===== config.mk =====
export PLATFORM = sky130hd
export DESIGN_NAME = toggle_cover_reporter
export DESIGN_NICKNAME = d
export VERILOG_FILES = /design/src/rtl/toggle_cover_pkg.sv /design/src/rtl/toggle_cover_reporter_arbiter.sv /design/src/rtl/toggle_cover_reporter.sv
export SDC_FILE = /design/constraint.sdc
export NUM_CORES = 1
export LEC_CHECK = 0
export CAP_MARGIN = 10
export CORE_MARGIN = 2
export CORE_UTILIZATION = 40
export CTS_CLUSTER_DIAMETER = 80
export DETAILED_ROUTE_END_ITERATION = 12
export PLACE_DENSITY = 0.69
export SLEW_MARGIN = 20
export SYNTH_ARGS = -nofsm -noshare
export SYNTH_HDL_FRONTEND = slang
export SYNTH_SLANG_ARGS = --single-unit
export TNS_END_PERCENT = 1

===== constraint.sdc =====
create_clock -name clock -period 17.86 [get_ports clock]
set_input_delay 3.572 -clock clock [delete_from_list [all_inputs] [get_ports clock]]
set_output_delay 3.572 -clock clock [all_outputs]
set_load 0.1 [all_outputs]

===== src/rtl/toggle_cover_pkg.sv =====
// Shared constants and helpers for the toggle-coverage producer path.
package toggle_cover_pkg;

    localparam int COVER_INDEX_W = 64;

    // Absolute cover index of a bit's rise (is_fall=0) or fall (is_fall=1) point.
    function automatic logic [COVER_INDEX_W-1:0] point_index(
        input logic [COVER_INDEX_W-1:0] base,
        input int unsigned              bit_idx,
        input logic                     is_fall
    );
        return base + COVER_INDEX_W'(2 * bit_idx) + COVER_INDEX_W'(is_fall);
    endfunction

endpackage


===== src/rtl/toggle_cover_reporter_arbiter.sv =====
// cover_pending_arbiter: lowest-set-bit priority encoder over the pending bitmap.
module cover_pending_arbiter #(
    parameter int N     = 58,
    parameter int IDX_W = $clog2(N)
) (
    input  logic [N-1:0]     req,
    output logic             any,
    output logic [IDX_W-1:0] idx,
    output logic [N-1:0]     grant
);

    assign any   = |req;
    assign grant = req & (~req + N'(1));

    always_comb begin
        idx = '0;
        for (int i = N - 1; i >= 0; i--) begin
            if (req[i]) idx = IDX_W'(i);
        end
    end

endmodule


===== src/rtl/toggle_cover_reporter.sv =====
// Detects per-bit rise/fall toggles, records first hits, and streams each newly
// covered point once as an absolute cover index over valid/ready.
module toggle_cover_reporter
    import toggle_cover_pkg::*;
#(
    parameter int                       WIDTH       = 29,
    parameter logic [COVER_INDEX_W-1:0] COVER_INDEX = '0,
    parameter int                       COVER_TOTAL = 8940
) (
    input  logic                           clock,
    input  logic                           reset,
    input  logic [WIDTH-1:0]               sig,
    input  logic                           cov_en,
    input  logic                           cov_clear,
    output logic                           out_valid,
    input  logic                           out_ready,
    output logic [COVER_INDEX_W-1:0]       out_index,
    output logic [$clog2(2*WIDTH+1)-1:0]   covered_count,
    output logic                           all_covered
);

    localparam int NP    = 2 * WIDTH;
    localparam int CNT_W = $clog2(NP + 1);
    localparam int IDX_W = $clog2(NP);

    if (COVER_INDEX + NP > COVER_TOTAL) begin : g_range_chk
        $error("toggle_cover_reporter: points exceed COVER_TOTAL");
    end

    logic [WIDTH-1:0]         prev_q, prev_d;
    logic                     armed_q, armed_d;
    logic [NP-1:0]            covered_q, covered_d;
    logic [NP-1:0]            pending_q, pending_d;
    logic [CNT_W-1:0]         count_q, count_d;
    logic                     out_valid_q, out_valid_d;
    logic [COVER_INDEX_W-1:0] out_index_q, out_index_d;

    logic [NP-1:0]    hit, new_pts, take;
    logic             arb_any, load;
    logic [IDX_W-1:0] arb_idx;
    logic [NP-1:0]    arb_grant;

    function automatic logic [CNT_W-1:0] popcount(input logic [NP-1:0] v);
        logic [CNT_W-1:0] n;
        n = '0;
        for (int i = 0; i < NP; i++) n = n + CNT_W'(v[i]);
        return n;
    endfunction

    cover_pending_arbiter #(.N(NP), .IDX_W(IDX_W)) u_arb (
        .req   (pending_q),
        .any   (arb_any),
        .idx   (arb_idx),
        .grant (arb_grant)
    );

    // Even point = rise, odd point = fall of the same bit.
    always_comb begin
        hit = '0;
        for (int i = 0; i < WIDTH; i++) begin
            hit[2*i]   = sig[i] & ~prev_q[i];
            hit[2*i+1] = ~sig[i] & prev_q[i];
        end
        if (!(armed_q && cov_en)) hit = '0;
        new_pts = hit & ~covered_q;
    end

    // The output register draws from pending as it stood before this edge.
    always_comb begin
        load        = ~out_valid_q | out_ready;
        out_valid_d = out_valid_q;
        out_index_d = out_index_q;
        take        = '0;
        if (load) begin
            out_valid_d = arb_any;
            if (arb_any) begin
                out_index_d = point_index(COVER_INDEX, 32'(arb_idx >> 1), arb_idx[0]);
                take        = arb_grant;
            end
        end
    end

    always_comb begin
        prev_d    = sig;
        armed_d   = 1'b1;
        covered_d = covered_q | new_pts;
        pending_d = (pending_q & ~take) | new_pts;
        count_d   = count_q + popcount(new_pts);
        if (cov_clear) begin
            covered_d = '0;
            pending_d = '0;
            count_d   = '0;
        end
    end

    always_ff @(posedge clock) begin
        if (!reset) begin
            prev_q      <= '0;
            armed_q     <= 1'b0;
            covered_q   <= '0;
            pending_q   <= '0;
            count_q     <= '0;
            out_valid_q <= 1'b0;
            out_index_q <= '0;
        end else begin
            prev_q      <= prev_d;
            armed_q     <= armed_d;
            covered_q   <= covered_d;
            pending_q   <= pending_d;
            count_q     <= count_d;
            out_valid_q <= out_valid_d;
            out_index_q <= out_index_d;
        end
    end

    assign out_valid     = out_valid_q;
    assign out_index     = out_index_q;
    assign covered_count = count_q;
    assign all_covered   = (count_q == CNT_W'(NP));

endmodule


After elaboration in Yosys (flattened, before gate mapping):

Cells that the tools add are included.

* add/subtract/negate cells: 60
* equality and inequality tests: 1
* multiplexer cells: 62
* bitwise operators: 127
* reduce and logical (&&, ||, !) cells: 4

Operators with widths (count)
* $mux W6: 58
* $add A6 B1 Y6: 52
* $and A58 B58 Y58: 3
* $mux W58: 3
* $not A58 Y58: 3
* $or A58 B58 Y58: 2
* $not A1 Y1: 60
* $add A58 B1 Y58 const B: 1
* $and A1 B1 Y1: 58
* $reduce_or A58 Y1: 1
* $add A6 B1 Y7: 1
* $add A5 B1 Y6: 1
* $add A6 B6 Y6: 1
* $eq A6 B6 Y1 const B: 1
* $add A4 B1 Y5: 1
* $add A3 B1 Y4: 1
* $add A2 B1 Y3: 1
* $add A1 B1 Y2: 1
* $reduce_and A2 Y1: 1
* $reduce_or A2 Y1: 1
* $logic_and A1 B1 Y1: 1
* $mux W1: 1
* $or A1 B1 Y1: 1

* bits in registers: 217
* input port bits: 34
* output and inout port bits: 72
* word-level logic and storage cells: 261

Longest topological paths before layout:

Gate-level depths: netlist of the first run.

* word-level depth: 62
* gate-level depth with buffers: 24
* depth with buffers taken out: 23

By module:

A second synthesis of the first run with hierarchy kept.

* cells, all modules: 1090
* area, all modules: 9499.1 sq um

Modules (own cells, without submodules)
* toggle_cover_reporter: times used 1, cells an instance 878, area an instance 8235.4 sq um, seq. area each 3183.1 sq um
* cover_pending_arbiter: times used 1, cells an instance 212, area an instance 1263.7 sq um, seq. area each 0.0 sq um

Least setup slack after synthesis of the first run:

No wires, ideal clock.

* path type: input -> register
* start point: input port cov_en
* end point: register count_q[4], in the netlist covered_count[4]
* setup time: 0.128 ns
* arrival time: 9.897 ns
* data required time: 17.732 ns
* setup slack: 7.835 ns
* cell stages on the path: 22
* buffers on the path: 2
* cell sequence: nand2_1 > clkbuf_1 > clkbuf_1 > or4_1 > fa_1 > fa_1 > inv_1 > fa_1 > inv_1 > fa_1 > fa_1 > fa_1 > fa_1 > fa_1 > inv_1 > fa_1 > fa_1 > a21oi_1 > nor2_1 > nor2_1 > xor2_1 > nor2_1

* longest elaborated chain between the ends: 61

Ends and longest elaborated chain
* start: declaration: line toggle_cover_reporter.sv:13 `input logic cov_en,`
* $logic_and A1 B1 Y1 *: line toggle_cover_reporter.sv:64 `if (!(armed_q && cov_en)) hit = '0;`
* $mux W58 *: line toggle_cover_reporter.sv:64
* $and A58 B58 Y58 *: line toggle_cover_reporter.sv:65 `new_pts = hit & ~covered_q;`
* $add A1 B1 Y2: line toggle_cover_reporter.sv:46 `for (int i = 0; i < NP; i++) n = n + CNT_W'(v[i]);`
* $add A2 B1 Y3: line toggle_cover_reporter.sv:46
* $add A3 B1 Y4: line toggle_cover_reporter.sv:46
* $add A4 B1 Y5: line toggle_cover_reporter.sv:46
* $add A5 B1 Y6: line toggle_cover_reporter.sv:46
* $add A6 B1 Y6 (51 in series): line toggle_cover_reporter.sv:46
* $add A6 B1 Y6 *: line toggle_cover_reporter.sv:46
* $add A6 B6 Y6 *: line toggle_cover_reporter.sv:88 `count_d = count_q + popcount(new_pts);`
* end signal: assignment: line toggle_cover_reporter.sv:110 `count_q <= count_d;`
* end: declaration: line toggle_cover_reporter.sv:34 `logic [CNT_W-1:0] count_q, count_d;`

Every way passes the cells marked *; elsewhere a longest branch is shown, timed or not.
A chain may end at the register's enable or synchronous reset.

Worst setup path after layout of the first run:

Ends and elaborated chain as after synthesis.

==> results of run 1 <==
layout by cell type (no fill, tap or decap), types with 8 or more instances in the layout:
master | synthesis | routed
sky130_fd_sc_hd__conb_1 | 1 | 58
sky130_fd_sc_hd__and2_1 | 35 | 34
sky130_fd_sc_hd__clkdlybuf4s50_1 | 0 | 47
sky130_fd_sc_hd__ha_1 | 19 | 19
sky130_fd_sc_hd__o31ai_1 | 16 | 16
sky130_fd_sc_hd__nand3_1 | 8 | 8
sky130_fd_sc_hd__dfxtp_1 | 159 | 159
sky130_fd_sc_hd__clkbuf_16 | 0 | 17
sky130_fd_sc_hd__nor4_1 | 47 | 47
sky130_fd_sc_hd__or4_1 | 42 | 42
sky130_fd_sc_hd__nor3_1 | 18 | 18
sky130_fd_sc_hd__a21oi_1 | 59 | 59
sky130_fd_sc_hd__o21ai_0 | 27 | 27
sky130_fd_sc_hd__inv_1 | 121 | 121
sky130_fd_sc_hd__a31oi_1 | 58 | 58
sky130_fd_sc_hd__or3_1 | 8 | 8
sky130_fd_sc_hd__nand2_1 | 29 | 29
sky130_fd_sc_hd__fa_1 | 50 | 50
sky130_fd_sc_hd__nor2_1 | 104 | 104
cell usage after synthesis (3+ instances only):
| cell type | count |
|---|---|
| sky130_fd_sc_hd__dfxtp_1 | 159 |
| sky130_fd_sc_hd__o211ai_1 | 4 |
| sky130_fd_sc_hd__o21bai_1 | 6 |
| sky130_fd_sc_hd__nor3_1 | 18 |
| sky130_fd_sc_hd__buf_4 | 58 |
| sky130_fd_sc_hd__ha_1 | 19 |
| sky130_fd_sc_hd__o21ai_1 | 3 |
| sky130_fd_sc_hd__or4_1 | 42 |
| sky130_fd_sc_hd__nor2_1 | 104 |
| sky130_fd_sc_hd__or3_1 | 8 |
| sky130_fd_sc_hd__buf_1 | 4 |
| sky130_fd_sc_hd__nand2_1 | 29 |
| sky130_fd_sc_hd__nand3_1 | 8 |
| sky130_fd_sc_hd__o21ai_0 | 27 |
| sky130_fd_sc_hd__o21a_1 | 7 |
| sky130_fd_sc_hd__a21boi_0 | 3 |
| sky130_fd_sc_hd__a21boi_1 | 3 |
| sky130_fd_sc_hd__nor2b_1 | 8 |
| sky130_fd_sc_hd__a21oi_1 | 59 |
| sky130_fd_sc_hd__a31oi_1 | 58 |
| sky130_fd_sc_hd__o41ai_1 | 7 |
| sky130_fd_sc_hd__xnor2_1 | 6 |
| sky130_fd_sc_hd__nand4_1 | 6 |
| sky130_fd_sc_hd__nor4_1 | 47 |
| sky130_fd_sc_hd__inv_1 | 121 |
| sky130_fd_sc_hd__nand2b_1 | 3 |
| sky130_fd_sc_hd__o21ai_2 | 3 |
| sky130_fd_sc_hd__and2_1 | 35 |
| sky130_fd_sc_hd__fa_1 | 50 |
| sky130_fd_sc_hd__clkbuf_1 | 30 |
| sky130_fd_sc_hd__o31ai_1 | 16 |
| sky130_fd_sc_hd__o311ai_0 | 3 |
layout make-up:
| type | count | area (µm²) | area share (%) |
|---|---|---|---|
| clock buffer | 18 | 429 | 4.39 |
| clock inverter | 13 | 236 | 2.42 |
| inverter | 121 | 454 | 4.64 |
| multi-input combinational | 667 | 4620 | 47.2 |
| sequential | 159 | 3180 | 32.5 |
| tap | 275 | 344 | 3.52 |
| timing repair buffer | 51 | 520 | 5.32 |
power by group:
group | leakage [µW] | switching, µW | internal [µW] | total [µW]
clock network | 0.000321 | 152 | 262 | 415
registers | 0.00129 | 12.4 | 368 | 381
logic | 0.00248 | 257 | 121 | 378
total | 0.00409 | 421 | 752 | 1170
path summary, 6_finish.rpt:
check                           depth (start not counted)                       from                          end
worst max register to register                         21            armed_q$_DFF_P_  covered_count[4]$_SDFF_PP0_
worst max-delay path                                   22                     cov_en  covered_count[4]$_SDFF_PP0_
worst min register to register                          2  out_index[4]$_SDFFE_PN0P_    out_index[4]$_SDFFE_PN0P_
worst min-delay path                                    2  out_index[4]$_SDFFE_PN0P_    out_index[4]$_SDFFE_PN0P_
metal layers:
| layer | up-vias | track usage (%) | share of wire, % |
|---|---|---|---|
| li1 | 3392 | - | - |
| met1 | 3422 | 27.0 | 46 |
| met2 | 196 | 29.9 | 46 |
| met3 | 30 | 3.55 | 5.5 |
| met4 | 0 | 7.10 | 2.1 |
| met5 | - | 0 | 0 |
state kept, by name (all words and copies together), names as in the netlist:
| signal | flops |
|---|---|
| armed_q | 1 |
| covered_count | 6 |
| covered_q | 58 |
| out_index | 6 |
| out_valid | 1 |
| pending_q | 58 |
| prev_q | 29 |
per-stage QoR:
| stage | cells | power, µW | util, % | hold WS (ps) | setup WS [ps] |
|---|---|---|---|---|---|
| 6_report | 1304 | 1170 | 46.4 | 455 | 7420 |
| 5_1_grt | 1304 | 1240 | 46.4 | 478 | 7160 |
| 4_1_cts | 1303 | 1180 | 46.3 | 458 | 7390 |
| 3_5_place_dp | 1272 | 765 | 43.1 | 449 | 7000 |
| 3_3_place_gp | 1272 | 761 | 43.1 | 443 | 7070 |
| 2_1_floorplan | 1041 | 695 | - | 429 | 7840 |
logic make-up after synthesis:
kind of cell               count (synthesis)  synth area share (%)
other                                      1                0.0435
and+or+nand+nor                          316                  19.7
DFF                                      159                  36.9
AOI/OAI and AO/OA                        215                  16.0
buffers and inverters                    215                  12.1
adders and majority gates                 69                  14.4
xor gates and xnor gates                   8                 0.813
muxes                                      1                 0.116
tightest hold or removal path: stages, from the launching register on:
cell                       delay [ps]
sky130_fd_sc_hd__dfxtp_1          310
sky130_fd_sc_hd__nand2_1           50
sky130_fd_sc_hd__a21boi_1          50
==> flow_summary.html, run 1 <==
<table>
<tr><th>Metric</th><th>Value</th></tr>
<tr><th colspan="2">Run status</th></tr>
<tr><td>Run status</td><td>finished, final reports clean</td></tr>
<tr><th colspan="2">STA</th></tr>
<tr><td>Achievable frequency</td><td>95.8 MHz</td></tr>
<tr><td>Minimum clock period after layout</td><td>10440 ps</td></tr>
<tr><td>Headroom to the max-slew limit</td><td>33.8%</td></tr>
<tr><td>Transition time at the pin with the least slew margin</td><td>988 ps</td></tr>
<tr><td>Max Transition Viols Final</td><td>0</td></tr>
<tr><td>Final-report setup violation count</td><td>0</td></tr>
<tr><td>Final-layout setup total negative slack</td><td>0 ps</td></tr>
<tr><td>Setup repair after global routing missed its margin</td><td>no</td></tr>
<tr><td>Hold Vio Cnt, Final</td><td>0</td></tr>
<tr><td>Final clock skew</td><td>10.8 ps</td></tr>
<tr><td>Share of the clock period used by the worst path after layout</td><td>58.4%</td></tr>
<tr><th colspan="2">CTS</th></tr>
<tr><td>Maximum clock insertion buffer count</td><td>2</td></tr>
<tr><td>Number of clock buffers inserted by TritonCTS</td><td>17</td></tr>
<tr><td>Setup Fix Bufs, Post-CTS</td><td>0</td></tr>
<tr><td>Master cell of the clock root buffer</td><td>sky130_fd_sc_hd__clkbuf_16</td></tr>
<tr><td>Number of H-tree levels</td><td>4</td></tr>
<tr><td>Number of hold buffers added after cts</td><td>0</td></tr>
<tr><td>Post-cts gate resize count</td><td>0</td></tr>
<tr><td>TritonCTS clock tree</td><td>done</td></tr>
<tr><td>Source-to-sink clock delay at the later pin of the worst-skew pair</td><td>440 ps</td></tr>
<tr><td>Clock sink total</td><td>159</td></tr>
<tr><td>Worst-path clk slew</td><td>60 ps</td></tr>
<tr><th colspan="2">Worst setup path</th></tr>
<tr><td>Worst-path cell chain</td><td>clkdlybuf4s50_1 &gt; nand2_1 &gt; buf_4 &gt; or4_1 &gt; fa_1 &gt; fa_1 &gt; inv_1 &gt; fa_1 &gt; inv_1 &gt; fa_1 &gt; fa_1 &gt; fa_1 &gt; fa_1 &gt; fa_1 &gt; inv_1 &gt; fa_1 &gt; fa_1 &gt; a21oi_1 &gt; nor2_1 &gt; nor2_1 &gt; xor2_1 &gt; nor2_1</td></tr>
<tr><td>Crit-path leading delay family</td><td>adder cells</td></tr>
<tr><td>CP most frequent cell</td><td>sky130_fd_sc_hd__fa_1</td></tr>
<tr><td>Biggest cell delay along the critical path</td><td>560 ps</td></tr>
<tr><td>Crit path buffers/inverters</td><td>5</td></tr>
<tr><td>Endpoint required time on the critical path</td><td>18170 ps</td></tr>
<tr><td>Worst-path fanout max</td><td>58</td></tr>
<tr><td>Element type at the critical path end</td><td>flop</td></tr>
<tr><td>Launching element type of the critical path</td><td>input pin</td></tr>
<tr><td>Cell with the largest stage delay on the worst path</td><td>sky130_fd_sc_hd__fa_1</td></tr>
<tr><td>Setup Crit Path Kind</td><td>input pin to flop</td></tr>
<tr><td>Flop2flop setup slack</td><td>10710 ps</td></tr>
<tr><td>WP data arrival</td><td>10740 ps</td></tr>
<tr><th colspan="2">Cells and area</th></tr>
<tr><td>Share of post-route cells with drive strength above 1</td><td>4.47%</td></tr>
<tr><td>Final-layout fill cell count</td><td>2007</td></tr>
<tr><td>Count of inserted antenna diode cells</td><td>0</td></tr>
<tr><td>Area of all placed cells without fillers</td><td>9790 µm²</td></tr>
<tr><td>Area grow syn2layout</td><td>13.6%</td></tr>
<tr><td>Total Nets Final</td><td>1120</td></tr>
<tr><th colspan="2">Place</th></tr>
<tr><td>HPWL after detailed placement</td><td>15000 µm</td></tr>
<tr><td>Post-Place Cell Area</td><td>9090 µm²</td></tr>
<tr><td>Number of input and output port buffers inserted</td><td>47</td></tr>
<tr><td>Gp weighted congestion</td><td>0.903</td></tr>
<tr><th colspan="2">Route</th></tr>
<tr><td>Post-DR wirelength/cell</td><td>15.9 µm</td></tr>
<tr><td>TritonRoute pass-1 iters</td><td>5</td></tr>
<tr><td>Number of DRC markers after the initial detailed-route iteration</td><td>415</td></tr>
<tr><td>Wirelength, routed</td><td>20800 µm</td></tr>
<tr><td>Final antenna-violating net count</td><td>0</td></tr>
<tr><td>Average via count per standard cell</td><td>5.40</td></tr>
<tr><td>Number of DRC violations after detailed routing</td><td>0</td></tr>
<tr><td>Via count</td><td>7040</td></tr>
<tr><th colspan="2">Logic synthesis</th></tr>
<tr><td>Mapped cell area</td><td>8610 µm²</td></tr>
<tr><td>Syn Inst Count</td><td>984</td></tr>
<tr><td>Top cell type by total area after synthesis</td><td>sky130_fd_sc_hd__dfxtp_1</td></tr>
<tr><td>Number of enable flip-flop cells after synthesis</td><td>0</td></tr>
<tr><td>Async set-reset flop share out of synthesis</td><td>0%</td></tr>
<tr><td>Number of synthesized register bits</td><td>159</td></tr>
<tr><td>Top post-synthesis cells by area</td><td>sky130_fd_sc_hd__dfxtp_1 37%, sky130_fd_sc_hd__fa_1 12%, sky130_fd_sc_hd__inv_1 5.3%</td></tr>
<tr><td>Number of warnings issued by yosys</td><td>0</td></tr>
<tr><td>Most common flop cell mapped by yosys</td><td>sky130_fd_sc_hd__dfxtp_1</td></tr>
<tr><td>Syn avg cell area</td><td>8.75 µm²</td></tr>
<tr><td>Number of distinct library cells after synthesis</td><td>56</td></tr>
<tr><td>Yosys top cell area share</td><td>36.9%</td></tr>
<tr><td>Fraction of the yosys area taken by sequential cells</td><td>36.9%</td></tr>
<tr><th colspan="2">Floorplanning</th></tr>
<tr><td>Horizontal die dimension</td><td>151 µm</td></tr>
<tr><td>Die height</td><td>151 µm</td></tr>
<tr><td>DIE AREA</td><td>22700 µm²</td></tr>
<tr><td>Starting density of the core</td><td>40.9%</td></tr>
<tr><td>CORE AREA</td><td>21100 µm²</td></tr>
<tr><td>Number of ports placed on the die boundary</td><td>106</td></tr>
<tr><td>Number of rows created at floorplan</td><td>53</td></tr>
<tr><th colspan="2">Global route</th></tr>
<tr><td>First-pass GRT wire length</td><td>34400 µm</td></tr>
<tr><td>Global router's overall resource usage</td><td>19.3%</td></tr>
<tr><td>Number of antenna violations at the first check in global routing</td><td>0</td></tr>
<tr><td>Via count of the first global-routing pass</td><td>6597</td></tr>
<tr><td>Aggregate global routing overflow</td><td>0</td></tr>
<tr><td>Pin count of the biggest net entering global routing</td><td>106</td></tr>
<tr><th colspan="2">Pwr</th></tr>
<tr><td>Power per Cell Area</td><td>120 nW/µm²</td></tr>
<tr><td>Largest voltage drop on the vdd net</td><td>0.0000695 V</td></tr>
<tr><td>Leakage dissipation</td><td>0.00409 µW</td></tr>
<tr><th colspan="2">Flow run</th></tr>
<tr><td>Max-cap violations</td><td>0</td></tr>
<tr><th colspan="2">Min path</th></tr>
<tr><td>Worst hold path type</td><td>flop to flop</td></tr>
</table>
No activity file was read; power rests on OpenSTA's default activity.
==> inputs of run 2 (changes only) <==
- clock period: 17.86 -> 10.3 ns (I/O delays scaled with it)
==> run 2 against run 1 <==
Net effect: power is 70% higher; cell area is 0.56% lower; highest routed layer unchanged; sequential power is 73% higher; hold slack worse by 2.5 ps; die area stayed put; worst setup slack worse by 6100 ps; via count is 0.21% lower; flip-flop and latch count stayed put; critical path depth stayed put; critical path type unchanged.
==> flow_summary.html, run 2 (synthesis gave the netlist of run 1 again) <==
<table>
<tr><th>Metric</th><th>Value</th></tr>
<tr><th colspan="2">Global route</th></tr>
<tr><td>First-pass GRT wire length</td><td>33400 µm</td></tr>
<tr><td>Via count of the first global-routing pass</td><td>6418</td></tr>
<tr><td>Global router's overall resource usage</td><td>18.9%</td></tr>
<tr><td>Aggregate global routing overflow</td><td>0</td></tr>
<tr><td>Pin count of the biggest net entering global routing</td><td>106</td></tr>
<tr><td>Number of antenna violations at the first check in global routing</td><td>0</td></tr>
<tr><th colspan="2">Worst setup path</th></tr>
<tr><td>Cell with the largest stage delay on the worst path</td><td>sky130_fd_sc_hd__fa_1</td></tr>
<tr><td>Launching element type of the critical path</td><td>input pin</td></tr>
<tr><td>CP most frequent cell</td><td>sky130_fd_sc_hd__fa_1</td></tr>
<tr><td>Worst-path cell chain</td><td>clkdlybuf4s50_1 &gt; nand2_1 &gt; buf_4 &gt; or4_1 &gt; fa_1 &gt; inv_1 &gt; fa_1 &gt; inv_1 &gt; fa_1 &gt; fa_1 &gt; fa_1 &gt; fa_1 &gt; fa_1 &gt; fa_1 &gt; inv_1 &gt; fa_1 &gt; fa_1 &gt; a21oi_1 &gt; nor2_1 &gt; nor2_1 &gt; xor2_1 &gt; nor2_1</td></tr>
<tr><td>Crit path buffers/inverters</td><td>5</td></tr>
<tr><td>Element type at the critical path end</td><td>flop</td></tr>
<tr><td>Number of cells on the worst reg-to-reg path</td><td>21</td></tr>
<tr><td>Setup Crit Path Kind</td><td>input pin to flop</td></tr>
<tr><td>Worst-path fanout max</td><td>58</td></tr>
<tr><td>Endpoint of the most critical register-to-register path</td><td>covered_count[4]$_SDFF_PP0_</td></tr>
<tr><td>Biggest cell delay along the critical path</td><td>560 ps</td></tr>
<tr><td>Setup crit start</td><td>cov_en</td></tr>
<tr><td>Crit-path leading delay family</td><td>adder cells</td></tr>
<tr><td>WP data arrival</td><td>9230 ps</td></tr>
<tr><td>Worst R2R Start</td><td>armed_q$_DFF_P_</td></tr>
<tr><td>Endpoint required time on the critical path</td><td>10590 ps</td></tr>
<tr><td>Flop2flop setup slack</td><td>3130 ps</td></tr>
<tr><th colspan="2">Cells and area</th></tr>
<tr><td>Most common library cell in the layout ignoring fill and taps</td><td>sky130_fd_sc_hd__dfxtp_1</td></tr>
<tr><td>Area grow syn2layout</td><td>13.0%</td></tr>
<tr><td>Final Core Density</td><td>46.1%</td></tr>
<tr><td>Share of post-route cells with drive strength above 1</td><td>4.47%</td></tr>
<tr><td>Most frequent cells in the layout</td><td>159 x sky130_fd_sc_hd__dfxtp_1, 121 x sky130_fd_sc_hd__inv_1, 104 x sky130_fd_sc_hd__nor2_1, 59 x sky130_fd_sc_hd__a21oi_1</td></tr>
<tr><td>Total Nets Final</td><td>1120</td></tr>
<tr><td>Final-layout fill cell count</td><td>2089</td></tr>
<tr><td>Count of inserted antenna diode cells</td><td>0</td></tr>
<tr><td>Multi-input gate area</td><td>4620 µm²</td></tr>
<tr><td>Register Area</td><td>3180 µm²</td></tr>
<tr><td>Top Registers</td><td>covered_q x58, pending_q x58, prev_q x29</td></tr>
<tr><th colspan="2">Route</th></tr>
<tr><td>Number of DRC markers after the initial detailed-route iteration</td><td>621</td></tr>
<tr><td>TritonRoute pass-1 iters</td><td>5</td></tr>
<tr><td>Number of DRC violations after detailed routing</td><td>0</td></tr>
<tr><td>Wirelength, routed</td><td>20900 µm</td></tr>
<tr><td>Via count</td><td>7025</td></tr>
<tr><td>Post-DR wirelength/cell</td><td>16.0 µm</td></tr>
<tr><td>Average via count per standard cell</td><td>5.39</td></tr>
<tr><td>Final antenna-violating net count</td><td>0</td></tr>
<tr><th colspan="2">Pwr</th></tr>
<tr><td>Largest voltage drop on the vdd net</td><td>0.000103 V</td></tr>
<tr><td>Combinational share of power</td><td>32.7%</td></tr>
<tr><td>Power per Cell Area</td><td>205 nW/µm²</td></tr>
<tr><td>Cell-internal power</td><td>1260 µW</td></tr>
<tr><td>Fraction of power spent switching nets</td><td>36.9%</td></tr>
<tr><td>Clock share of power</td><td>34.2%</td></tr>
<tr><td>Part of the total power dissipated in sequential elements</td><td>33.0%</td></tr>
<tr><td>Leakage dissipation</td><td>0.00407 µW</td></tr>
<tr><td>Switching Power</td><td>736 µW</td></tr>
<tr><th colspan="2">Floorplanning</th></tr>
<tr><td>Die height</td><td>151 µm</td></tr>
<tr><td>Number of rows created at floorplan</td><td>53</td></tr>
<tr><td>Starting density of the core</td><td>40.9%</td></tr>
<tr><td>DIE AREA</td><td>22700 µm²</td></tr>
<tr><td>Horizontal die dimension</td><td>151 µm</td></tr>
<tr><td>CORE AREA</td><td>21100 µm²</td></tr>
<tr><td>Number of ports placed on the die boundary</td><td>106</td></tr>
<tr><th colspan="2">STA</th></tr>
<tr><td>Final clock skew</td><td>13.0 ps</td></tr>
<tr><td>Final-layout setup total negative slack</td><td>0 ps</td></tr>
<tr><td>Share of the clock period used by the worst path after layout</td><td>86.8%</td></tr>
<tr><td>Max Transition Viols Final</td><td>0</td></tr>
<tr><td>Setup repair after global routing missed its margin</td><td>no</td></tr>
<tr><td>Hold Vio Cnt, Final</td><td>0</td></tr>
<tr><td>Fin worst setup slack</td><td>1360 ps</td></tr>
<tr><td>Minimum clock period after layout</td><td>8940 ps</td></tr>
<tr><td>Final-report setup violation count</td><td>0</td></tr>
<tr><td>Achievable frequency</td><td>112 MHz</td></tr>
<tr><td>Transition time at the pin with the least slew margin</td><td>1020 ps</td></tr>
<tr><td>Headroom to the max-slew limit</td><td>31.7%</td></tr>
<tr><th colspan="2">CTS</th></tr>
<tr><td>Setup Fix Bufs, Post-CTS</td><td>0</td></tr>
<tr><td>Worst-path clk slew</td><td>60 ps</td></tr>
<tr><td>Clock sink total</td><td>159</td></tr>
<tr><td>Number of H-tree levels</td><td>4</td></tr>
<tr><td>Master cell of the clock root buffer</td><td>sky130_fd_sc_hd__clkbuf_16</td></tr>
<tr><td>Post-cts gate resize count</td><td>0</td></tr>
<tr><td>Number of clock buffers inserted by TritonCTS</td><td>17</td></tr>
<tr><td>Maximum clock insertion buffer count</td><td>2</td></tr>
<tr><td>Number of hold buffers added after cts</td><td>0</td></tr>
<tr><td>Source-to-sink clock delay at the later pin of the worst-skew pair</td><td>440 ps</td></tr>
<tr><td>TritonCTS clock tree</td><td>done</td></tr>
<tr><th colspan="2">Run status</th></tr>
<tr><td>Run status</td><td>finished, final reports clean</td></tr>
<tr><th colspan="2">Place</th></tr>
<tr><td>Number of input and output port buffers inserted</td><td>47</td></tr>
<tr><td>HPWL after detailed placement</td><td>15100 µm</td></tr>
<tr><td>Gp weighted congestion</td><td>0.905</td></tr>
<tr><td>Worst Setup Slack post-DPL</td><td>912 ps</td></tr>
<tr><th colspan="2">Flow run</th></tr>
<tr><td>Max-cap violations</td><td>0</td></tr>
<tr><th colspan="2">Min path</th></tr>
<tr><td>Worst hold path type</td><td>flop to flop</td></tr>
<tr><td>End point of the most critical hold path</td><td>out_index[3]$_SDFFE_PN0P_</td></tr>
<tr><td>Worst hold path stage count</td><td>2</td></tr>
<tr><td>Source of the worst hold timing path</td><td>out_index[3]$_SDFFE_PN0P_</td></tr>
</table>
## run 2: cell count changes in the layout (fill, tap and decap cells not counted)
cell and delta:
sky130_fd_sc_hd__buf_6 +1, sky130_fd_sc_hd__inv_6 +1, sky130_fd_sc_hd__inv_8 +1, sky130_fd_sc_hd__clkinv_4 -2, sky130_fd_sc_hd__clkinv_2 +1, sky130_fd_sc_hd__bufinv_16 -2
sky130_fd_sc_hd__buf_16 -1, sky130_fd_sc_hd__clkbuf_8 +1
## run 2: area by class of cell
type / count / share of cell area [%]
multi-input cells: 667 / 47.5
flip-flops and latches: 159 / 32.7
repair buffers: 51 / 5.18
inverters: 121 / 4.67
clock buffers: 19 / 4.55
well taps: 275 / 3.54
clock inverters: 12 / 1.89
## run 2: metal layers
metal  up-vias  wire (µm)  GRT usage (%)
met2       210       9780           30.3
met1      3403       9450           25.7
met4         0        330           5.33
met5         -          0              0
met3        26       1290           4.15
li1       3386          -              -
## run 2: metrics by stage
stage,cells,total power [µW],cell area (µm²),hold slack (ps)
final,1304,2000,9730,453
after global routing,1304,2100,9730,482
after CTS,1304,2010,9730,456
after detailed placement,1273,1320,9100,447
after global placement,1273,1320,9100,442
after floorplan,1041,1200,8830,429
## run 2: worst reg2reg max path, cell delays in order, from the launching register on
cell	delay, ps
sky130_fd_sc_hd__dfxtp_1	330
sky130_fd_sc_hd__nand2_1	50
sky130_fd_sc_hd__buf_4	280
sky130_fd_sc_hd__or4_1	530
sky130_fd_sc_hd__fa_1	560
sky130_fd_sc_hd__inv_1	100
sky130_fd_sc_hd__fa_1	520
sky130_fd_sc_hd__inv_1	50
sky130_fd_sc_hd__fa_1	460
sky130_fd_sc_hd__fa_1	520
sky130_fd_sc_hd__fa_1	540
sky130_fd_sc_hd__fa_1	520
sky130_fd_sc_hd__fa_1	540
sky130_fd_sc_hd__fa_1	550
sky130_fd_sc_hd__inv_1	50
sky130_fd_sc_hd__fa_1	450
sky130_fd_sc_hd__fa_1	410
sky130_fd_sc_hd__a21oi_1	160
sky130_fd_sc_hd__nor2_1	60
sky130_fd_sc_hd__nor2_1	120
sky130_fd_sc_hd__xor2_1	160
sky130_fd_sc_hd__nor2_1	60
## run 2: how the worst max path moves through the flow
stage	end	slack, ps	cells after the start
floorplan	covered_count[4]$_SDFF_PP0_	1790	22
global placement	covered_count[4]$_SDFF_PP0_	1020	22
detailed placement	covered_count[4]$_SDFF_PP0_	910	22
CTS	covered_count[4]$_SDFF_PP0_	1350	22
global route	covered_count[4]$_SDFF_PP0_	1060	23
finish	covered_count[4]$_SDFF_PP0_	1360	22
## run 2: power groups by stage
stage	Clock, µW	Combinational, µW	Sequential (µW)
after floorplan	0	465	740
after global placement	0	649	673
after detailed placement	0	652	673
after CTS	690	662	660
after global routing	716	726	662
final	683	654	660
==> inputs of run 3 (changes only) <==
- CORE_UTILIZATION: 40 -> 45
- PLACE_DENSITY: 0.69 -> 0.75
==> run 3 against run 2 <==
Net effect: sequential share of layout area rose by 0.30 points; die area is 11% lower; cell count decreased by 3.1%; wire length down 0.47%; cell area decreased by 0.90%; critical path depth unchanged; critical path type unchanged; sequential power about the same; non-clock buffer count is the same.
==> flow_summary.html, run 3 (synthesis gave the netlist of run 1 again) <==
<table>
<tr><th>Metric</th><th>Value</th></tr>
<tr><th colspan="2">Global route</th></tr>
<tr><td>Aggregate global routing overflow</td><td>0</td></tr>
<tr><td>Pin count of the biggest net entering global routing</td><td>106</td></tr>
<tr><td>Number of antenna violations at the first check in global routing</td><td>0</td></tr>
<tr><td>Via count of the first global-routing pass</td><td>6553</td></tr>
<tr><td>First-pass GRT wire length</td><td>33400 µm</td></tr>
<tr><td>Global router's overall resource usage</td><td>21.0%</td></tr>
<tr><th colspan="2">CTS</th></tr>
<tr><td>Master cell of the clock root buffer</td><td>sky130_fd_sc_hd__clkbuf_16</td></tr>
<tr><td>Number of hold buffers added after cts</td><td>0</td></tr>
<tr><td>TritonCTS clock tree</td><td>done</td></tr>
<tr><td>Number of H-tree levels</td><td>4</td></tr>
<tr><td>Maximum clock insertion buffer count</td><td>2</td></tr>
<tr><td>Worst-path clk slew</td><td>60 ps</td></tr>
<tr><td>Source-to-sink clock delay at the later pin of the worst-skew pair</td><td>430 ps</td></tr>
<tr><td>Clock sink total</td><td>159</td></tr>
<tr><td>Post-cts gate resize count</td><td>0</td></tr>
<tr><td>Number of clock buffers inserted by TritonCTS</td><td>17</td></tr>
<tr><td>Setup Fix Bufs, Post-CTS</td><td>0</td></tr>
<tr><th colspan="2">Worst setup path</th></tr>
<tr><td>Number of cells on the worst reg-to-reg path</td><td>21</td></tr>
<tr><td>Endpoint required time on the critical path</td><td>10600 ps</td></tr>
<tr><td>Setup crit start</td><td>cov_en</td></tr>
<tr><td>Setup Crit Path Kind</td><td>input pin to flop</td></tr>
<tr><td>Worst R2R Start</td><td>armed_q$_DFF_P_</td></tr>
<tr><td>Flop2flop setup slack</td><td>3130 ps</td></tr>
<tr><td>Endpoint of the most critical register-to-register path</td><td>covered_count[4]$_SDFF_PP0_</td></tr>
<tr><td>Worst-path fanout max</td><td>58</td></tr>
<tr><td>Launching element type of the critical path</td><td>input pin</td></tr>
<tr><td>WP data arrival</td><td>9250 ps</td></tr>
<tr><td>Element type at the critical path end</td><td>flop</td></tr>
<tr><th colspan="2">Floorplanning</th></tr>
<tr><td>Number of ports placed on the die boundary</td><td>106</td></tr>
<tr><td>DIE AREA</td><td>20300 µm²</td></tr>
<tr><td>Die height</td><td>142 µm</td></tr>
<tr><td>Number of rows created at floorplan</td><td>50</td></tr>
<tr><td>Horizontal die dimension</td><td>142 µm</td></tr>
<tr><td>Starting density of the core</td><td>45.9%</td></tr>
<tr><td>CORE AREA</td><td>18800 µm²</td></tr>
<tr><th colspan="2">Cells and area</th></tr>
<tr><td>Most frequent cells in the layout</td><td>159 x sky130_fd_sc_hd__dfxtp_1, 121 x sky130_fd_sc_hd__inv_1, 104 x sky130_fd_sc_hd__nor2_1, 59 x sky130_fd_sc_hd__a21oi_1</td></tr>
<tr><td>Most common library cell in the layout ignoring fill and taps</td><td>sky130_fd_sc_hd__dfxtp_1</td></tr>
<tr><td>Count of inserted antenna diode cells</td><td>0</td></tr>
<tr><td>Multi-input gate area</td><td>4620 µm²</td></tr>
<tr><td>Final-layout fill cell count</td><td>1723</td></tr>
<tr><td>Total Nets Final</td><td>1120</td></tr>
<tr><td>Top Registers</td><td>covered_q x58, pending_q x58, prev_q x29</td></tr>
<tr><td>Register Area</td><td>3180 µm²</td></tr>
<tr><td>Area grow syn2layout</td><td>11.9%</td></tr>
<tr><td>Share of post-route cells with drive strength above 1</td><td>4.56%</td></tr>
<tr><td>Final cell count without fillers</td><td>1264</td></tr>
<tr><th colspan="2">Place</th></tr>
<tr><td>Number of input and output port buffers inserted</td><td>47</td></tr>
<tr><td>Worst Setup Slack post-DPL</td><td>1010 ps</td></tr>
<tr><td>Gp weighted congestion</td><td>0.941</td></tr>
<tr><td>Cell Count Post-Placement</td><td>1231</td></tr>
<tr><td>HPWL after detailed placement</td><td>14900 µm</td></tr>
<tr><th colspan="2">STA</th></tr>
<tr><td>Worst hold margin</td><td>454 ps</td></tr>
<tr><td>Headroom to the max-slew limit</td><td>34.6%</td></tr>
<tr><td>Max Transition Viols Final</td><td>0</td></tr>
<tr><td>Final-report setup violation count</td><td>0</td></tr>
<tr><td>Final clock skew</td><td>7.72 ps</td></tr>
<tr><td>Transition time at the pin with the least slew margin</td><td>977 ps</td></tr>
<tr><td>Final-layout setup total negative slack</td><td>0 ps</td></tr>
<tr><td>Minimum clock period after layout</td><td>8950 ps</td></tr>
<tr><td>Fin worst setup slack</td><td>1350 ps</td></tr>
<tr><td>Achievable frequency</td><td>112 MHz</td></tr>
<tr><td>Hold Vio Cnt, Final</td><td>0</td></tr>
<tr><td>Setup repair after global routing missed its margin</td><td>no</td></tr>
<tr><td>Share of the clock period used by the worst path after layout</td><td>86.9%</td></tr>
<tr><th colspan="2">Route</th></tr>
<tr><td>Wirelength, routed</td><td>20800 µm</td></tr>
<tr><td>Via count</td><td>7098</td></tr>
<tr><td>Number of DRC violations after detailed routing</td><td>0</td></tr>
<tr><td>Number of DRC markers after the initial detailed-route iteration</td><td>534</td></tr>
<tr><td>TritonRoute pass-1 iters</td><td>5</td></tr>
<tr><td>Average via count per standard cell</td><td>5.62</td></tr>
<tr><td>Final antenna-violating net count</td><td>0</td></tr>
<tr><td>Post-DR wirelength/cell</td><td>16.4 µm</td></tr>
<tr><th colspan="2">Pwr</th></tr>
<tr><td>Largest voltage drop on the vdd net</td><td>0.000143 V</td></tr>
<tr><td>Leakage dissipation</td><td>0.00405 µW</td></tr>
<tr><td>Power per Cell Area</td><td>201 nW/µm²</td></tr>
<tr><th colspan="2">Min path</th></tr>
<tr><td>Source of the worst hold timing path</td><td>out_index[4]$_SDFFE_PN0P_</td></tr>
<tr><td>Worst hold path stage count</td><td>2</td></tr>
<tr><td>Worst hold path type</td><td>flop to flop</td></tr>
<tr><td>End point of the most critical hold path</td><td>out_index[4]$_SDFFE_PN0P_</td></tr>
<tr><th colspan="2">Flow run</th></tr>
<tr><td>Max-cap violations</td><td>0</td></tr>
<tr><th colspan="2">Run status</th></tr>
<tr><td>Run status</td><td>finished, final reports clean</td></tr>
</table>
==> run 3: cell count changes in the layout (fill, tap and decap cells not counted), sizes merged <==
cell / change
clkinv: +2
clkinvlp: +1
bufinv: -3
inv: +1
==> run 3: worst max-delay path: stages <==
cell,delay (ps)
sky130_fd_sc_hd__clkdlybuf4s50_1,480
sky130_fd_sc_hd__nand2_1,50
sky130_fd_sc_hd__buf_4,260
sky130_fd_sc_hd__or4_1,520
sky130_fd_sc_hd__fa_1,570
sky130_fd_sc_hd__inv_1,80
sky130_fd_sc_hd__fa_1,510
sky130_fd_sc_hd__inv_1,50
sky130_fd_sc_hd__fa_1,460
sky130_fd_sc_hd__fa_1,520
sky130_fd_sc_hd__fa_1,530
sky130_fd_sc_hd__fa_1,520
sky130_fd_sc_hd__fa_1,540
sky130_fd_sc_hd__fa_1,550
sky130_fd_sc_hd__inv_1,60
sky130_fd_sc_hd__fa_1,450
sky130_fd_sc_hd__fa_1,430
sky130_fd_sc_hd__a21oi_1,190
sky130_fd_sc_hd__nor2_1,60
sky130_fd_sc_hd__nor2_1,110
sky130_fd_sc_hd__xor2_1,150
sky130_fd_sc_hd__nor2_1,50
==> run 3: through the flow <==
| step | util (%) | area, µm² | total power (µW) |
|---|---|---|---|
| floorplan | - | 8830 | 1200 |
| global route | 51.4 | 9640 | 2050 |
| CTS | 51.2 | 9610 | 1950 |
| finish | 51.4 | 9640 | 1940 |
| detailed placement | 48.2 | 9040 | 1330 |
| global placement | 48.2 | 9040 | 1320 |
==> run 3: how the worst max path moves through the flow <==
stage                                        to  slack [ps]  cells past startpoint
floorplan           covered_count[4]$_SDFF_PP0_        1790                     22
global placement    covered_count[4]$_SDFF_PP0_        1030                     22
detailed placement  covered_count[4]$_SDFF_PP0_        1010                     22
CTS                 covered_count[4]$_SDFF_PP0_        1370                     22
global route        covered_count[4]$_SDFF_PP0_        1100                     23
finish              covered_count[4]$_SDFF_PP0_        1350                     22
==> run 3: final cells by class <==
class / count / share of cell area (%)
clock buffer: 19 / 4.59
timing repair buffer: 51 / 5.40
inverter: 121 / 4.71
tap: 234 / 3.04
multi-input combinational: 667 / 47.9
clock inverter: 13 / 1.36
sequential: 159 / 33.0
==> run 3: power breakdown <==
group	switching, µW	internal [µW]	leakage [µW]
combinational	457	211	0.00248
clock	269	344	0.000276
sequential	21.5	639	0.00129
==> run 3: routing by layer <==
metal | vias to the layer above | part of all wire [%] | GRT usage [%]
met5 | - | 0 | 0
met4 | 0 | 2.3 | 7.40
met3 | 43 | 5.3 | 4.24
met2 | 247 | 47 | 33.5
met1 | 3420 | 45 | 28.4
li1 | 3388 | - | -
==> variant, RTL diff (config.mk and constraints of run 3) <==
`pending_q` no longer has a reset.
--- a/src/rtl/toggle_cover_reporter.sv
+++ b/src/rtl/toggle_cover_reporter.sv
@@ -100,3 +100,2 @@
             covered_q   <= '0;
-            pending_q   <= '0;
             count_q     <= '0;
@@ -108,3 +107,2 @@
             covered_q   <= covered_d;
-            pending_q   <= pending_d;
             count_q     <= count_d;
@@ -113,2 +111,6 @@
         end
+    end
+
+    always_ff @(posedge clock) begin
+        pending_q <= pending_d;
     end
Check against the original RTL: differs if reset is asserted again (counterexample within 4 cycles, from zero or initial values and one cycle with reset low); with reset held inactive, the same outputs for 4 cycles.
==> variant against run 3 <==
Final area down 0.92%. Sequential cell count unchanged. Via count fell by 7.8%. Synthesized area fell by 1.6%. Fmax decreased by 2.9%. Global-route usage shrank 0.48 points. Die area decreased by 1.6%. Wire length shrank 6.9%. Worst setup slack lost 0.27 ns. Power increased by 2.7%. Highest routed layer unchanged.
==> variant: results (changes against run 3) <==
metric	value	unit	change
clk_latency	0.43	ns	about the same
fillers	1698		was 1,723
synthAdderAreaFrac	0.146		was 0.144
ir_drop	0.000221	V	was 0.000143 V
ctsResizeCount	0		unchanged
synth_ff_type	dfxtp_1		unchanged
worst_slack	1.08	ns	was 1.35 ns
reg_top3	covered_q (58), pending_q (58), prev_q (29)		unchanged
crit_start	cov_en		unchanged
end_kind	flip-flop		unchanged
ys_ff_latch	159		unchanged
dr.pass1.iters	5		unchanged
synthMuxAreaShare	0		was 0.00116
avgRoutedWirePerCell	15.5	µm	was 16.4 µm
drive_above_1_share	0.0514		was 0.0456
drv_slew	0		unchanged
grt_first_pass_wirelength	32100	µm	was 33,400 µm
yosys_warnings	0		unchanged
cts_made_buffers	17		unchanged
final.setup_skew	0.00872	ns	was 0.00772 ns
antenna_found_initial	0		unchanged
holdPathStages	2		unchanged
dp_slack	0.652	ns	was 1.01 ns
min_from	out_index[5]		was out_index[4]
clk_path_buf_depth	2		unchanged
stdcell_count	1246		was 1,264
crit_arrival	9.52	ns	was 9.25 ns
ff2ff_setup_slack	2.85	ns	was 3.13 ns
gp_congestion	0.889		was 0.941
clkTransAtPathRegs	0.06	ns	about the same
synth.top_cells.by_count	159 x dfxtp_1, 156 x nor2_1, 75 x inv_1, 63 x a21oi_1		was 159 x dfxtp_1, 121 x inv_1, 104 x nor2_1, 59 x a21oi_1
synthArstFlopShare	0		unchanged
grt_pass1_vias	6108		was 6,553
hold_end	out_index[5]		was out_index[4]
timing.rr.start	armed_q		unchanged
total_leakage_power	3.88	nW	was 4.05 nW
root_buffer	clkbuf_16		unchanged
vias	6544		was 7,098
io_buffer_count	47		unchanged
yosysSeqAreaShare	0.376		was 0.369
r2r_end	covered_count[4]		unchanged
worst-r2r-cell-count	21		unchanged
gr-usage-all-layers	0.205		was 0.210
drtIter0Drc	583		was 534
hold_path_class	reg -> reg		unchanged
nNetsFinal	1102		was 1,120
cp_top_family	adder cells		unchanged
crit_path_top_delay_cell	fa_1		unchanged
hpwl	14500	µm	was 14,900 µm
grt_max_degree	61		was 106
yosysUniqueCellTypes	58		was 56
cp_slowest_stage_delay	0.56	ns	
synth_xor_area_frac	0.00827		was 0.00813
status	finished, final reports clean		unchanged
worst_pin_slew	0.984	ns	was 0.977 ns
synthTopCellsByArea	dfxtp_1 38%, fa_1 12%, nor2_1 6.9%, buf_4 5.1%, nor3b_1 5.1%		was dfxtp_1 37%, fa_1 12%, inv_1 5.3%, buf_4 5.1%, nor2_1 4.5%
path_max_fanout	28		was 58
synth_compound_area_frac	0.111		was 0.160
avgSynthCellArea	8.84	µm²	was 8.75 µm²
variant: per-layer routing:
layer,track usage,up-vias,part of all wire
met3,0.0380,27,0.069
met5,0,-,0
met4,0.0626,0,0.016
met2,0.320,265,0.45
li1,-,3186,-
met1,0.290,3066,0.46
variant: cell type report:
type                       count  share of cell area
multi-input combinational    691               0.489
sequential                   159               0.333
timing repair buffer          55              0.0550
clock buffer                  19              0.0464
tap                          234              0.0306
inverter                      75              0.0295
clock inverter                13              0.0168
variant: through the flow:
step,cell area (µm²),total power [mW],hold WS (ns)
after global routing,9550,2.12,0.480
after global placement,8950,1.35,0.438
after floorplan,8690,1.23,0.431
after detailed placement,8950,1.36,0.449
after CTS,9550,2.01,0.462
final,9550,1.99,0.454
variant: report_power, final:
part / switching, mW / internal (mW)
registers: 0.0274 / 0.644
logic: 0.453 / 0.223
clock network: 0.258 / 0.388
total: 0.738 / 1.26
